### src/rtl/fifo_write_arbiter_if.sv
// Requester-side valid/ready bundle plus the async_fifo write port shared by fifo_write_arbiter.
// master: the arbiter; slave: the requesters and FIFO that surround it.
interface fifo_write_arbiter_if #(
  parameter int BITS = 32,
  parameter int N    = 4
);
  logic [N-1:0]         req_valid;
  logic [N*BITS-1:0]    req_data;
  logic [N-1:0]         req_ready;
  logic                 p_write_full;
  logic                 p_write_en;
  logic [BITS-1:0]      p_write_data;
  logic [$clog2(N)-1:0] owner;
  logic                 busy;

  modport master (
    input  req_valid, req_data, p_write_full,
    output req_ready, p_write_en, p_write_data, owner, busy
  );

  modport slave (
    output req_valid, req_data, p_write_full,
    input  req_ready, p_write_en, p_write_data, owner, busy
  );
endinterface

### src/rtl/fifo_write_arbiter.sv
// Round-robin, burst-limited arbiter sharing one async_fifo write port among N
// valid/ready requesters; runs in the FIFO write_clk domain.
module fifo_write_arbiter #(
  parameter int BITS      = 32,
  parameter int N         = 4,
  parameter int MAX_BURST = 4
) (
  input  logic clk,
  input  logic rst,
  fifo_write_arbiter_if.master bus
);
  localparam int OW = $clog2(N);
  localparam int CW = $clog2(MAX_BURST + 1);

  typedef enum logic {IDLE, BURST} state_e;

  state_e        state_q, state_d;
  logic [OW-1:0] owner_q, owner_d;
  logic [OW-1:0] rr_q, rr_d;
  logic [CW-1:0] cnt_q, cnt_d;
  logic [OW-1:0] pick, cand;
  logic          found;
  logic          owner_valid, accept;

  // Search starts one past the last grant and wraps mod N, so any N works.
  always_comb begin
    pick  = rr_q;
    cand  = rr_q;
    found = 1'b0;
    for (int unsigned i = 1; i <= N; i++) begin
      cand = OW'((32'(rr_q) + i) % N);
      if (!found && bus.req_valid[cand]) begin
        pick  = cand;
        found = 1'b1;
      end
    end
  end

  assign owner_valid = bus.req_valid[owner_q];
  assign accept      = (state_q == BURST) && owner_valid && !bus.p_write_full;

  always_comb begin
    state_d          = state_q;
    owner_d          = owner_q;
    rr_d             = rr_q;
    cnt_d            = cnt_q;
    bus.req_ready    = '0;
    bus.p_write_en   = 1'b0;
    bus.p_write_data = bus.req_data[owner_q*BITS +: BITS];
    bus.owner        = owner_q;
    bus.busy         = (state_q == BURST);
    unique case (state_q)
      IDLE: begin
        if (found) begin
          state_d = BURST;
          owner_d = pick;
          rr_d    = pick;
          cnt_d   = '0;
        end
      end
      BURST: begin
        bus.req_ready[owner_q] = !bus.p_write_full;
        bus.p_write_en         = accept;
        if (accept) cnt_d = cnt_q + 1'b1;
        // A full stall with the owner still valid keeps the grant.
        if (!owner_valid || (accept && cnt_q == CW'(MAX_BURST - 1))) state_d = IDLE;
      end
      default: state_d = IDLE;
    endcase
  end

  always_ff @(posedge clk) begin
    if (rst) begin
      state_q <= IDLE;
      owner_q <= OW'(N - 1);
      rr_q    <= OW'(N - 1);
      cnt_q   <= '0;
    end else begin
      state_q <= state_d;
      owner_q <= owner_d;
      rr_q    <= rr_d;
      cnt_q   <= cnt_d;
    end
  end
endmodule

### src/flat_wrapper.sv
// flat-port wrapper written by rule: the top's interface ports become plain ports
module fifo_write_arbiter_flat 
#(
  parameter int BITS      = 32,
  parameter int N         = 4,
  parameter int MAX_BURST = 4
)
  (clk, rst, bus_req_valid, bus_req_data, bus_p_write_full, bus_req_ready, bus_p_write_en, bus_p_write_data, bus_owner, bus_busy);
  fifo_write_arbiter_if #(.BITS(BITS), .N(N)) bus_i ();
  input  logic clk;
  input  logic rst;
  input wire logic [$bits(bus_i.req_valid)-1:0] bus_req_valid;
  input wire logic [$bits(bus_i.req_data)-1:0] bus_req_data;
  input wire logic [$bits(bus_i.p_write_full)-1:0] bus_p_write_full;
  output wire logic [$bits(bus_i.req_ready)-1:0] bus_req_ready;
  output wire logic [$bits(bus_i.p_write_en)-1:0] bus_p_write_en;
  output wire logic [$bits(bus_i.p_write_data)-1:0] bus_p_write_data;
  output wire logic [$bits(bus_i.owner)-1:0] bus_owner;
  output wire logic [$bits(bus_i.busy)-1:0] bus_busy;
  assign bus_i.req_valid = bus_req_valid;
  assign bus_i.req_data = bus_req_data;
  assign bus_i.p_write_full = bus_p_write_full;
  assign bus_req_ready = bus_i.req_ready;
  assign bus_p_write_en = bus_i.p_write_en;
  assign bus_p_write_data = bus_i.p_write_data;
  assign bus_owner = bus_i.owner;
  assign bus_busy = bus_i.busy;
  fifo_write_arbiter #(.BITS(BITS), .N(N), .MAX_BURST(MAX_BURST)) u_core (.clk(clk), .rst(rst), .bus(bus_i));
endmodule
### config.mk
export PLATFORM = sky130hd
export DESIGN_NAME = fifo_write_arbiter_flat
export DESIGN_NICKNAME = d
export VERILOG_FILES = /design/src/rtl/fifo_write_arbiter_if.sv /design/src/rtl/fifo_write_arbiter.sv /design/src/flat_wrapper.sv
export SDC_FILE = /design/constraint.sdc
export NUM_CORES = 1
export LEC_CHECK = 0
export CORE_UTILIZATION = 27
export DETAILED_ROUTE_END_ITERATION = 12
export PLACE_DENSITY_LB_ADDON = 0.25
export SETUP_SLACK_MARGIN = 0.4
export SYNTH_ARGS = -nofsm -noshare
export SYNTH_HDL_FRONTEND = slang
export SYNTH_SLANG_ARGS = --single-unit
### constraint.sdc
create_clock -name clk -period 6.9 [get_ports clk]
set_clock_uncertainty 0.15 [all_clocks]
set_input_delay 0.69 -clock clk [delete_from_list [all_inputs] [get_ports clk]]
set_output_delay 0.69 -clock clk [all_outputs]
set_load 0.01 [all_outputs]
# Yosys cells after proc, flatten, opt, wreduce, memory -nomap -nowiden
# Cells that the tools add are included.
[totals]
wordCells = 64
out_inout_bits = 40
reg_bits = 6
[classes]
addsub = 5
n_bitwise = 2
mux = 28
n_reduce_logical = 16
eq_ne = 3
n_shift = 1
n_lt_le_gt_ge = 6
[op_table]
columns = ["op", "count"]
rows = [
  ["$shiftx 128x8->32", 1],
  ["$lt 2x3->1 const B", 5],
  ["$mux 1", 13],
  ["$bmux 1 s2", 5],
  ["$mux 2", 4],
  ["$logic_and 1x1->1", 7],
  ["$mux 3", 2],
  ["$pmux 3 s2", 1],
  ["$logic_not 1->1", 5],
  ["$add 2x1->2 const B", 2],
  ["$add 2x2->2 const B", 2],
  ["$and 4x4->4", 1],
  ["$mux 4", 1],
  ["$reduce_bool 4->1", 1],
  ["$add 3x1->3 const B", 1],
  ["$eq 3x2->1 const B", 1],
  ["$reduce_and 3->1", 1],
  ["$demux 1 s2", 1],
  ["$ge 2x1->1 const B", 1],
  ["$ne 2x1->1 const B", 1],
  ["$ne 2x2->1 const B", 1],
  ["$pmux 1 s2", 1],
  ["$reduce_and 2->1", 1],
  ["$logic_or 1x1->1", 1],
  ["$not 1->1", 1],
]

# Longest topological paths before layout
# Gate-level depths: netlist (run 1).
[logic_depth]
depth_word = 15
mapped_depth = 8
mapped_depth_nobuf = 6

# Worst setup path before layout (run 1)
# OpenSTA, ideal clock, no wires.
[synth_timing]
path_kind = "flip-flop to output port"
from = "register u_core.owner_q[0], in the netlist u_core.bus.owner[0]"
to = "output bus_p_write_data[0]"
setup_slack_ns = 4.357
arrival_ns = 1.703
stages_incl_launch_ff = 5
cell_sequence = "dfxtp_1 -> buf_6 -> buf_2 -> buf_2 -> mux4_2"
[synth_between]
elab_chain_cells = 1
[synth_rtl]
columns = ["element", "line", "rtl"]
rows = [
  ["start: declaration", "fifo_write_arbiter.sv:18", "logic [OW-1:0] owner_q, owner_d;"],
  ["start signal: assignment", "fifo_write_arbiter.sv:75", "owner_q <= OW'(N - 1);"],
  ["start signal: assignment", "fifo_write_arbiter.sv:80", "owner_q <= owner_d;"],
  ["$shiftx 128x8->32", "fifo_write_arbiter.sv:49", "bus.p_write_data = bus.req_data[owner_q*BITS +: BITS];"],
  ["end: declaration", "flat_wrapper.sv:17", "output wire logic [$bits(bus_i.p_write_data)-1:0] bus_p_write_data;"],
]
# No other way between the ends.

# Worst setup path after layout (run 1)
[layout_timing]
from = "register u_core.owner_q[1], in the netlist u_core.bus.owner[1]"
to = "output bus_p_write_en"
[layout_between]
elab_chain_cells = 5
[layout_rtl]
columns = ["element", "line", "rtl"]
rows = [
  ["$bmux 1 s2", "fifo_write_arbiter.sv:39", "assign owner_valid = bus.req_valid[owner_q];"],
  ["$mux 1 (implied by the code)", "fifo_write_arbiter.sv:39", ""],
  ["$logic_and 1x1->1 (2 in series)", "fifo_write_arbiter.sv:40", "assign accept = (state_q == BURST) && owner_valid && !bus.p_write_full;"],
  ["$mux 1", "fifo_write_arbiter.sv:52", "unique case (state_q)"],
  ["end: declaration", "flat_wrapper.sv:16", "output wire logic [$bits(bus_i.p_write_en)-1:0] bus_p_write_en;"],
]
# No other way between the ends. The select of a mux whose other input is x is not followed.

==> summary.txt, run 1 <==
Timing
  • Final hold vios: 0
  • Unrepaired setup endpoints after global routing: false
  • Fin crit share: 0.484
  • FMAX: approximately 300 MHz
  • Slew Limit Fails: 0
  • Final TNS setup: 0 ps
  • Max_slew headroom: 0.386
  • Worst-Margin Slew: roughly 920 ps
  • Final setup fails: 0
  • Min Tclk post-route: 3340 ps
  • Worst setup margin: around 3600 ps

Placement
  • Gpl congestion: 0.788
  • DP Wirelength: roughly 5300 um
  • Placed Area: between 3000 and 4000 um^2
  • Post-Place Setup Slack: 3600 ps
  • Number of I/O port buffers: around 170

Synth
  • Ys flop type: dfxtp_1
  • Synth unique cells: 26
  • Post-Syn Area: ~1300 um^2
  • Syn nets: ~240
  • Yosys top cell area share: 0.616
  • Synth Register Bits: 6
  • Register area share after synthesis: 0.0913
  • Area contributors post-synth: mux4_2 (62%), dfxtp_1 (9.1%), ha_1 (5.7%)
  • Mapped Cells: roughly 100
  • Ys async rst share: 0
  • Ys Warns: 0
  • Post-synth EDFFs: 0
  • Syn avg cell area: around 13 um^2
  • Top-count cell post-synth: mux4_2
  • Post-synth top cells: mux4_2 (36), inv_1 (7), dfxtp_1 (6), ha_1 (6)
  • Area leader, netlist: mux4_2

Clocking
  • Sink Count: 6
  • CTS Buf Count: 3
  • Maximum clock insertion buffer count: 2
  • H-tree depth: 1
  • CTS tree: done
  • Cts hold-fix bufs: 0
  • Post-CTS Resized: 0
  • Clock Pin Slew Worst Setup and Hold Paths: about 40 ps
  • Clk_lat worst skew: approximately 230 ps
  • Post-CTS Setup Repair Bufs: 0
  • Root buf cell: clkbuf_8

Worst setup path
  • Setup crit start kind: flop
  • Reg-to-reg startpoint: u_core.bus.owner[1]
  • Worst Path Arrival: 2500 ps
  • WS Path Type: flop to primary output
  • Max Fanout on Critical Path: 39
  • CP endpoint kind: primary output
  • Critical path launch point: u_core.bus.owner[1]
  • Critical Path RT: 6060 ps

Power
  • Pwr/cell area: 223 nW/um^2
  • Combinational group share of total power: 0.798
  • Reg power frac: 0.125
  • Int Pwr: 453 uW
  • Net Sw Frac: 0.351
  • Total power: between 600 and 700 uW
  • Leakage: ~0.0012 uW
  • Switching power: 244 uW
  • Maximum VDD drop: between 0.1 and 0.15 mV
  • Clock power share: 0.077

Finish
  • Design Area, Final: roughly 3100 um^2
  • Layout cells sized above 1: 0.159
  • Antenna cells: 0
  • Area Growth Syn to Fin: 138%
  • Nets: roughly 410
  • Fill cells: ~390

Routing
  • Starting DRC count in detailed routing: between 60 and 70
  • DRC: 0
  • Vias per Instance: a little over 5
  • Wirelength, routed: just over 6000 um
  • Wirelength per Cell: around 19 um
  • Drt first pass iters: 6
  • Antenna-violating nets left: 0
  • Via count: 1,681

Worst hold path
  • Worst min-delay path class: flop to flop
  • Origin of the worst min-delay path: u_core.cnt_q[1]

Floorplan
  • Die ar.: slightly above 5000 um^2
  • IO Pins: about 180
  • Row Count: 25
  • Die height: 71.8 um
  • Core area: ~4700 um^2
  • Die X: 71.8 um
  • Starting Density: 0.281

GRT
  • First-pass GRT wire length: around 8700 um
  • Busiest layer in global routing: met2
  • Met1 usage: 0.282
  • Largest net degree at the start of global routing: 40
  • GRT met3 Usage: 0.0563
  • Grt met2 use: 0.397
  • Initial antenna violation count: 0
  • Overall Global Routing Usage: 0.227
  • Total grt overflow: 0
  • Number of global-route vias before repair: ~1,600

Job
  • Max cap viols: 0

Status
  • Status: finished, final reports clean
-- final cells by class --
cell class | instances | area (um^2) | share of cell area
multi-input combinational | 80 | 1120 | 0.359
timing repair buffer | 175 | 1750 | 0.559
sequential | 6 | 123 | 0.0392
inverter | 7 | 26.3 | 0.00840
clock buffer | 3 | 41.3 | 0.0132
tap | 54 | 67.6 | 0.0216
-- sequential cells by signal, summed over array words and instances, names as in the netlist --
register          cells
u_core.cnt_q          3
u_core.bus.owner      2
u_core.bus.busy       1
-- cells by family (layout without fill, tap and decap cells) --
| kind of cell | after synthesis | after routing | synth area share |
|---|---|---|---|
| mux | 36 | 36 | 0.616 |
| simple gates | 24 | 24 | 0.0989 |
| buf+inv | 16 | 185 | 0.0561 |
| compound gates | 14 | 14 | 0.0808 |
| fa+ha+maj | 6 | 6 | 0.0570 |
| flops | 6 | 6 | 0.0913 |
-- critical path, cell delays in order (launching register included) --
cell and delay [ps]:
dfxtp_2 910, mux4_2 630, and2_1 220, clkdlybuf4s50_1 480
-- metal layers --
metal / vias up / share of wire
li1: 775 / -
met1: 815 / 0.39
met2: 82 / 0.51
met3: 9 / 0.082
met4: 0 / 0.012
met5: - / 0
-- stage by stage --
stage | utilization | std cells | hold WS (ps)
after detailed placement | 0.658 | 322 | 315
after floorplan | - | 102 | 292
after CTS | 0.667 | 325 | 327
after global placement | 0.658 | 322 | 309
final | 0.667 | 325 | 324
after global routing | 0.667 | 325 | 350
-- final timing paths --
path	to	slack (ps)	depth (start not counted)
max	bus_p_write_en	3560	3
min	u_core.cnt_q[1]	320	1
max reg2reg	u_core.bus.owner[1]	4090	5
min reg2reg	u_core.cnt_q[1]	320	1
-- cell usage in the layout, fill, tap and decap left out, types with 4 or more instances in the layout --
master	Yosys	routed
and2_1	5	5
clkdlybuf4s50_1	0	174
nand2_1	4	4
mux4_2	36	36
nor2_1	5	5
ha_1	6	6
inv_1	7	7
dfxtp_1	6	4
nor2b_1	4	4
-- power groups by stage --
stage	Clock (uW)	Sequential [uW]	Combinational, uW
floorplan	0	50.1	326
global placement	0	87.6	552
detailed placement	0	87.7	559
CTS	55.4	87.2	560
global route	56.9	91.0	589
finish	54.0	87.0	556
No activity file was read; power rests on OpenSTA's default activity.
==> run 2: changes to the inputs <==
--- a/config.mk
+++ b/config.mk
@@ -5,7 +5,7 @@
 export SDC_FILE = /design/constraint.sdc
 export NUM_CORES = 1
 export LEC_CHECK = 0
-export CORE_UTILIZATION = 27
+export CORE_UTILIZATION = 25
 export DETAILED_ROUTE_END_ITERATION = 12
 export PLACE_DENSITY_LB_ADDON = 0.25
 export SETUP_SLACK_MARGIN = 0.4
==> constraint.sdc (replaced) <==
create_clock -name clk -period 3.35 [get_ports clk]
set_clock_uncertainty 0.15 [all_clocks]
set_input_delay 0.335 -clock clk [delete_from_list [all_inputs] [get_ports clk]]
set_output_delay 0.335 -clock clk [all_outputs]
set_load 0.01 [all_outputs]
==> run 2 against run 1 <==
Effect of this change:
- power up 110%
- register-to-register slack worse by 3100 ps
- clock power up 100%
- combinational power up 110%
- routed wire length up 8.6%
- final cell count up 5.2%
- sequential power up 82%
- utilization down 4.2 points
- die area up 7.8%
- largest cell class unchanged
- largest power group unchanged
- highest routed layer unchanged
==> summary.txt, run 2 (synthesis results as in run 1) <==
Timing
  • FMAX: 380 MHz
  • Fin Hold WS: 318 ps (-6.44 ps)
  • Worst-Margin Slew: 433 ps (-488 ps)
  • Slew Limit Fails: 0 (unchanged)
  • Final TNS setup: 0 ps (unchanged)
  • Max_slew headroom: 0.709 (+0.322)
  • Final hold vios: 0 (unchanged)
  • Final setup fails: 0 (unchanged)
  • Min Tclk post-route: ~2600 ps
  • Fin crit share: 0.786
  • Unrepaired setup endpoints after global routing: false

Status
  • Status: finished, final reports clean

Power
  • Combinational group share of total power: 0.817 (+0.019)
  • Maximum VDD drop: 0.319 mV (+120%)
  • Int Pwr: 949 uW (+110%)
  • Net Sw Frac: 0.351 (about the same)
  • Reg power frac: 0.108 (-0.017)
  • Clock power share: 0.075 (-0.002)
  • Switching power: 513 uW (+110%)
  • Pwr/cell area: 461 nW/um^2 (+110%)
  • Leakage: 0.00117 uW (+0.90%)

Routing
  • Wirelength per Cell: 19.6 um (+3.2%)
  • Via count: 1,702 (+1.2%)
  • Starting DRC count in detailed routing: 81 (+19%)
  • Vias per Instance: 4.98 (-3.8%)
  • Drt first pass iters: 7 (+1)
  • DRC: 0 (unchanged)
  • Wirelength, routed: 6700 um (+8.6%)
  • Antenna-violating nets left: 0 (unchanged)

Worst setup path
  • R2r setup slk: 1030 ps (-3060 ps)
  • Worst flop-to-flop path endpoint: u_core.bus.owner[1]
  • CP endpoint kind: primary output
  • WS Path Type: flop to primary output
  • Setup crit start kind: flop
  • Crit path capture: bus_p_write_data[21]
  • Max Fanout on Critical Path: 25 (-36%)
  • Critical path launch point: u_core.bus.owner[0]
  • Reg-to-reg startpoint: u_core.bus.owner[0]
  • Critical Path RT: 2860 ps (-3200 ps)
  • R2R depth: 5 (unchanged)
  • Worst Path Arrival: 2150 ps (-350 ps)

Placement
  • Number of I/O port buffers: 174 (unchanged)
  • DP Wirelength: 5660 um (+7.0%)
  • Gpl congestion: 0.795 (+0.84%)

Finish
  • Largest register FFs: 3 (unchanged)
  • Area Growth Syn to Fin: 141%
  • Antenna cells: 0 (unchanged)
  • Most frequent cells in the layout: clkdlybuf4s50_1 (174), mux4_2 (36), inv_1 (7)
  • Layout cells sized above 1: 0.162 (+0.00309)
  • Most flop-heavy register: u_core.cnt_q
  • Most common cell after layout, fill and taps aside: clkdlybuf4s50_1
  • Nets: 415 (+0.24%)
  • Fill cells: 429 (+11%)

Clocking
  • Sink Count: 6 (unchanged)
  • H-tree depth: 1 (unchanged)
  • Clk_lat worst skew: 220 ps (about the same)
  • CTS tree: done
  • Clock Pin Slew Worst Setup and Hold Paths: 40 ps (about the same)
  • Root buf cell: clkbuf_8
  • Maximum clock insertion buffer count: 2 (unchanged)
  • CTS Buf Count: 3 (unchanged)

Job
  • Max cap viols: 0 (unchanged)

Floorplan
  • Die X: 74.6 um (+3.8%)
  • IO Pins: 175 (unchanged)
  • Die height: 74.6 um (+3.8%)
  • Core area: 5070 um^2 (+8.2%)
  • Die ar.: 5560 um^2 (+7.8%)
  • Starting Density: 0.259 (-0.0212)
  • Row Count: 26 (+4.0%)

GRT
  • Largest net degree at the start of global routing: 30 (-25%)
  • Total grt overflow: 0 (unchanged)
  • Number of global-route vias before repair: 1,619 (+2.3%)
  • First-pass GRT wire length: 8970 um (+3.1%)
  • Overall Global Routing Usage: 0.223 (-0.00392)
  • Initial antenna violation count: 0 (unchanged)

Worst hold path
  • Worst min-delay path class: flop to flop
[run 2: changes by cell type in the layout (fill, tap and decap cells not counted)]
cell,before,now
dfxtp_2,2,1
buf_12,0,1
dfxtp_4,0,1
[run 2: power groups by stage]
stage	registers, uW	clock network (uW)	logic (uW)
after floorplan	103	0	670
after global placement	160	0	1180
after detailed placement	160	0	1200
after CTS	160	113	1200
after global routing	170	117	1270
final	158	110	1190
[run 2: layout make-up]
type,count,area [um^2],area share
Timing Repair Buffer,176,1770,0.558
Tap cell,70,87.6,0.0276
Clock buffer,3,41.3,0.0130
Inverter,7,26.3,0.00828
Sequential cell,6,125,0.0394
Multi-Input combinational cell,80,1120,0.354
[run 2: through the flow]
stage	instance area, um^2	std cells	utilization	setup WS, ps	total power, uW
2_1_floorplan	1320	102	-	976	774
3_3_place_gp	3130	339	0.616	729	1340
3_5_place_dp	3130	339	0.616	718	1360
4_1_cts	3170	342	0.625	470	1470
5_1_grt	3170	342	0.625	615	1550
6_report	3170	342	0.625	717	1460
[run 2: worst min path at each step]
stage / cells after the start / slack [ps] / from / endpoint
2_1_floorplan: 1 / 250 / rst / u_core.cnt_q[0]
3_3_place_gp: 1 / 300 / u_core.cnt_q[1] / u_core.cnt_q[1]
3_5_place_dp: 1 / 310 / u_core.cnt_q[2] / u_core.cnt_q[2]
4_1_cts: 1 / 320 / u_core.cnt_q[2] / u_core.cnt_q[2]
5_1_grt: 1 / 350 / u_core.cnt_q[1] / u_core.cnt_q[1]
6_report: 1 / 320 / u_core.cnt_q[2] / u_core.cnt_q[2]
[run 2: timing repair]
action | CTS | global route
setup endpoints to repair | 0 | 4
setup buffers | 0 | 0
hold buffers | 0 | 0
resized for setup | 0 | 1
[run 2: critical path, stage by stage, from the launching register on]
cell             delay, ps
dfxtp_4                580
buf_12                 270
mux4_2                 540
clkdlybuf4s50_1        520
[run 2: routing by layer]
metal,share of wire,GRT usage,wire (um)
met5,0,0,0
met4,0.016,0.0650,108
met3,0.096,0.0691,645
met2,0.49,0.354,3260
met1,0.40,0.294,2680
==> run 3: changes to the inputs <==
--- a/config.mk
+++ b/config.mk
@@ -5,7 +5,7 @@
 export SDC_FILE = /design/constraint.sdc
 export NUM_CORES = 1
 export LEC_CHECK = 0
-export CORE_UTILIZATION = 25
+export CORE_UTILIZATION = 23
 export DETAILED_ROUTE_END_ITERATION = 12
 export PLACE_DENSITY_LB_ADDON = 0.25
 export SETUP_SLACK_MARGIN = 0.4
==> constraint.sdc (replaced) <==
create_clock -name clk -period 2.25 [get_ports clk]
set_clock_uncertainty 0.15 [all_clocks]
set_input_delay 0.225 -clock clk [delete_from_list [all_inputs] [get_ports clk]]
set_output_delay 0.225 -clock clk [all_outputs]
set_load 0.01 [all_outputs]
==> run 3 against run 2 <==
Effect of this change:
- flip-flop and latch count unchanged
- hold slack better by 0.90 ps
- combinational power up 92%
==> summary.txt, run 3 (synthesis results as in run 1) <==
Timing
  • Final hold vios: 0 (unchanged)
  • Unrepaired setup endpoints after global routing: true
  • Final TNS setup: 0 ps (unchanged)
  • Final setup fails: 0 (unchanged)
  • Max_slew headroom: 0.700 (-0.00915)
  • Min Tclk post-route: approximately 2000 ps
  • Fin crit share: 0.902
  • Slew Limit Fails: 0 (unchanged)
  • FMAX: roughly 500 MHz
  • Worst-Margin Slew: 446 ps (+13.6 ps)

Clocking
  • H-tree depth: 1 (unchanged)
  • Clock Pin Slew Worst Setup and Hold Paths: 40 ps (about the same)
  • Clk_lat worst skew: 230 ps (about the same)
  • Root buf cell: clkbuf_8
  • Sink Count: 6 (unchanged)
  • CTS Buf Count: 3 (unchanged)
  • CTS tree: done
  • Maximum clock insertion buffer count: 2 (unchanged)

Routing
  • Vias per Instance: 4.73 (-5.0%)
  • Starting DRC count in detailed routing: 49 (-40%)
  • Antenna-violating nets left: 0 (unchanged)
  • DRC: 0 (unchanged)
  • Wirelength per Cell: 17.7 um (-9.8%)
  • Drt first pass iters: 4 (-3)
  • Via count: 1,787 (+5.0%)
  • Wirelength, routed: 6680 um (-0.27%)

Placement
  • Number of I/O port buffers: 174 (unchanged)
  • DP Wirelength: 5440 um (-3.9%)
  • Gpl congestion: 0.855 (+7.6%)
  • DP Cell Count: 351 (+3.5%)

Power
  • Pwr/cell area: 747 nW/um^2 (+62%)
  • Leakage: 0.00144 uW (+23%)
  • Maximum VDD drop: 0.508 mV (+59%)

GRT
  • Total grt overflow: 0 (unchanged)
  • Number of global-route vias before repair: 1,827 (+13%)
  • Initial antenna violation count: 0 (unchanged)
  • First-pass GRT wire length: 9740 um (+8.6%)
  • Largest net degree at the start of global routing: 20 (-33%)
  • Overall Global Routing Usage: 0.213 (-0.0110)

Finish
  • Layout cells sized above 1: 0.382 (+0.221)
  • Antenna cells: 0 (unchanged)
  • Most frequent cells in the layout: clkdlybuf4s50_1 (137), mux4_2 (36), buf_6 (28)
  • Most common cell after layout, fill and taps aside: clkdlybuf4s50_1
  • Fill cells: 459 (+7.0%)
  • Layout Cells excl Fill: 378 (+11%)
  • Area Growth Syn to Fin: 167%
  • Nets: 448 (+8.0%)
  • Most flop-heavy register: u_core.cnt_q
  • Largest register FFs: 3 (unchanged)

Worst setup path
  • CP endpoint kind: flop
  • Setup crit start kind: flop
  • Critical Path RT: 2240 ps (-620 ps)
  • Worst Path Arrival: 2020 ps (-130 ps)
  • WS Path Type: flop to flop
  • Max Fanout on Critical Path: 5 (-80%)

Job
  • Max cap viols: 0 (unchanged)

Floorplan
  • Die X: 77.7 um (+4.1%)
  • Row Count: 27 (+3.8%)
  • Starting Density: 0.239 (-0.0203)
  • Die height: 77.7 um (+4.1%)
  • IO Pins: 175 (unchanged)
  • Core area: 5510 um^2 (+8.5%)
  • Die ar.: 6030 um^2 (+8.5%)

Status
  • Status: finished, final reports clean

Worst hold path
  • Worst min-delay path class: flop to flop
-- run 3: path summary, 6_finish.rpt --
check             slack, ps           startpoint  depth (start not counted)                   to
setup / recovery        220  u_core.bus.owner[0]                          8  u_core.bus.owner[1]
hold / removal          320      u_core.cnt_q[1]                          1      u_core.cnt_q[1]
setup reg to reg        220  u_core.bus.owner[0]                          8  u_core.bus.owner[1]
hold reg to reg         320      u_core.cnt_q[1]                          1      u_core.cnt_q[1]
-- run 3: power breakdown --
group	leakage [uW]	internal, uW	switching, uW
Sequential	0.0000497	135	37.7
Clock	0.0000228	122	50.6
Combinational	0.00137	1480	800
-- run 3: critical path, stage by stage, from the launching register on --
cell and delay [ps]:
dfxtp_4 370, buf_6 140, buf_6 110, inv_4 30, ha_4 280, nor2b_1 50
o221a_2 250, or4_1 460, o2111ai_1 90
-- run 3: final cells by class --
cell class | count | area (um^2) | share of cell area
Sequential cell | 6 | 129 | 0.0366
Timing Repair Buffer | 209 | 2080 | 0.591
Tap cell | 72 | 90.1 | 0.0256
Inverter | 7 | 28.8 | 0.00817
Multi-Input combinational cell | 80 | 1150 | 0.326
Clock buffer | 4 | 45.0 | 0.0128
-- run 3: metrics by stage --
step | hold slack (ps) | util | power, uW | worst slack (ps) | instance area, um^2
finish | 319 | 0.639 | 2630 | 221 | 3520
CTS | 322 | 0.623 | 2500 | 209 | 3430
detailed placement | 314 | 0.588 | 2110 | 78.2 | 3240
global route | 344 | 0.639 | 2780 | 164 | 3520
floorplan | 144 | - | 1220 | 250 | 1360
global placement | 303 | 0.588 | 2100 | 87.3 | 3240
-- run 3: per-layer routing --
| metal | GRT usage | vias up | wire [um] |
|---|---|---|---|
| li1 | - | 846 | - |
| met1 | 0.242 | 843 | 2620 |
| met2 | 0.386 | 88 | 3430 |
| met3 | 0.0565 | 10 | 491 |
| met4 | 0.0604 | 0 | 137 |
| met5 | 0 | - | 0 |
-- run 3: timing repair --
item / CTS / global route
buffers inserted: 21 / 2
hold buffers: 0 / 0
resized for setup: 158 / 27
pin swaps: 1 / 0
setup endpoints to repair: 44 / 36
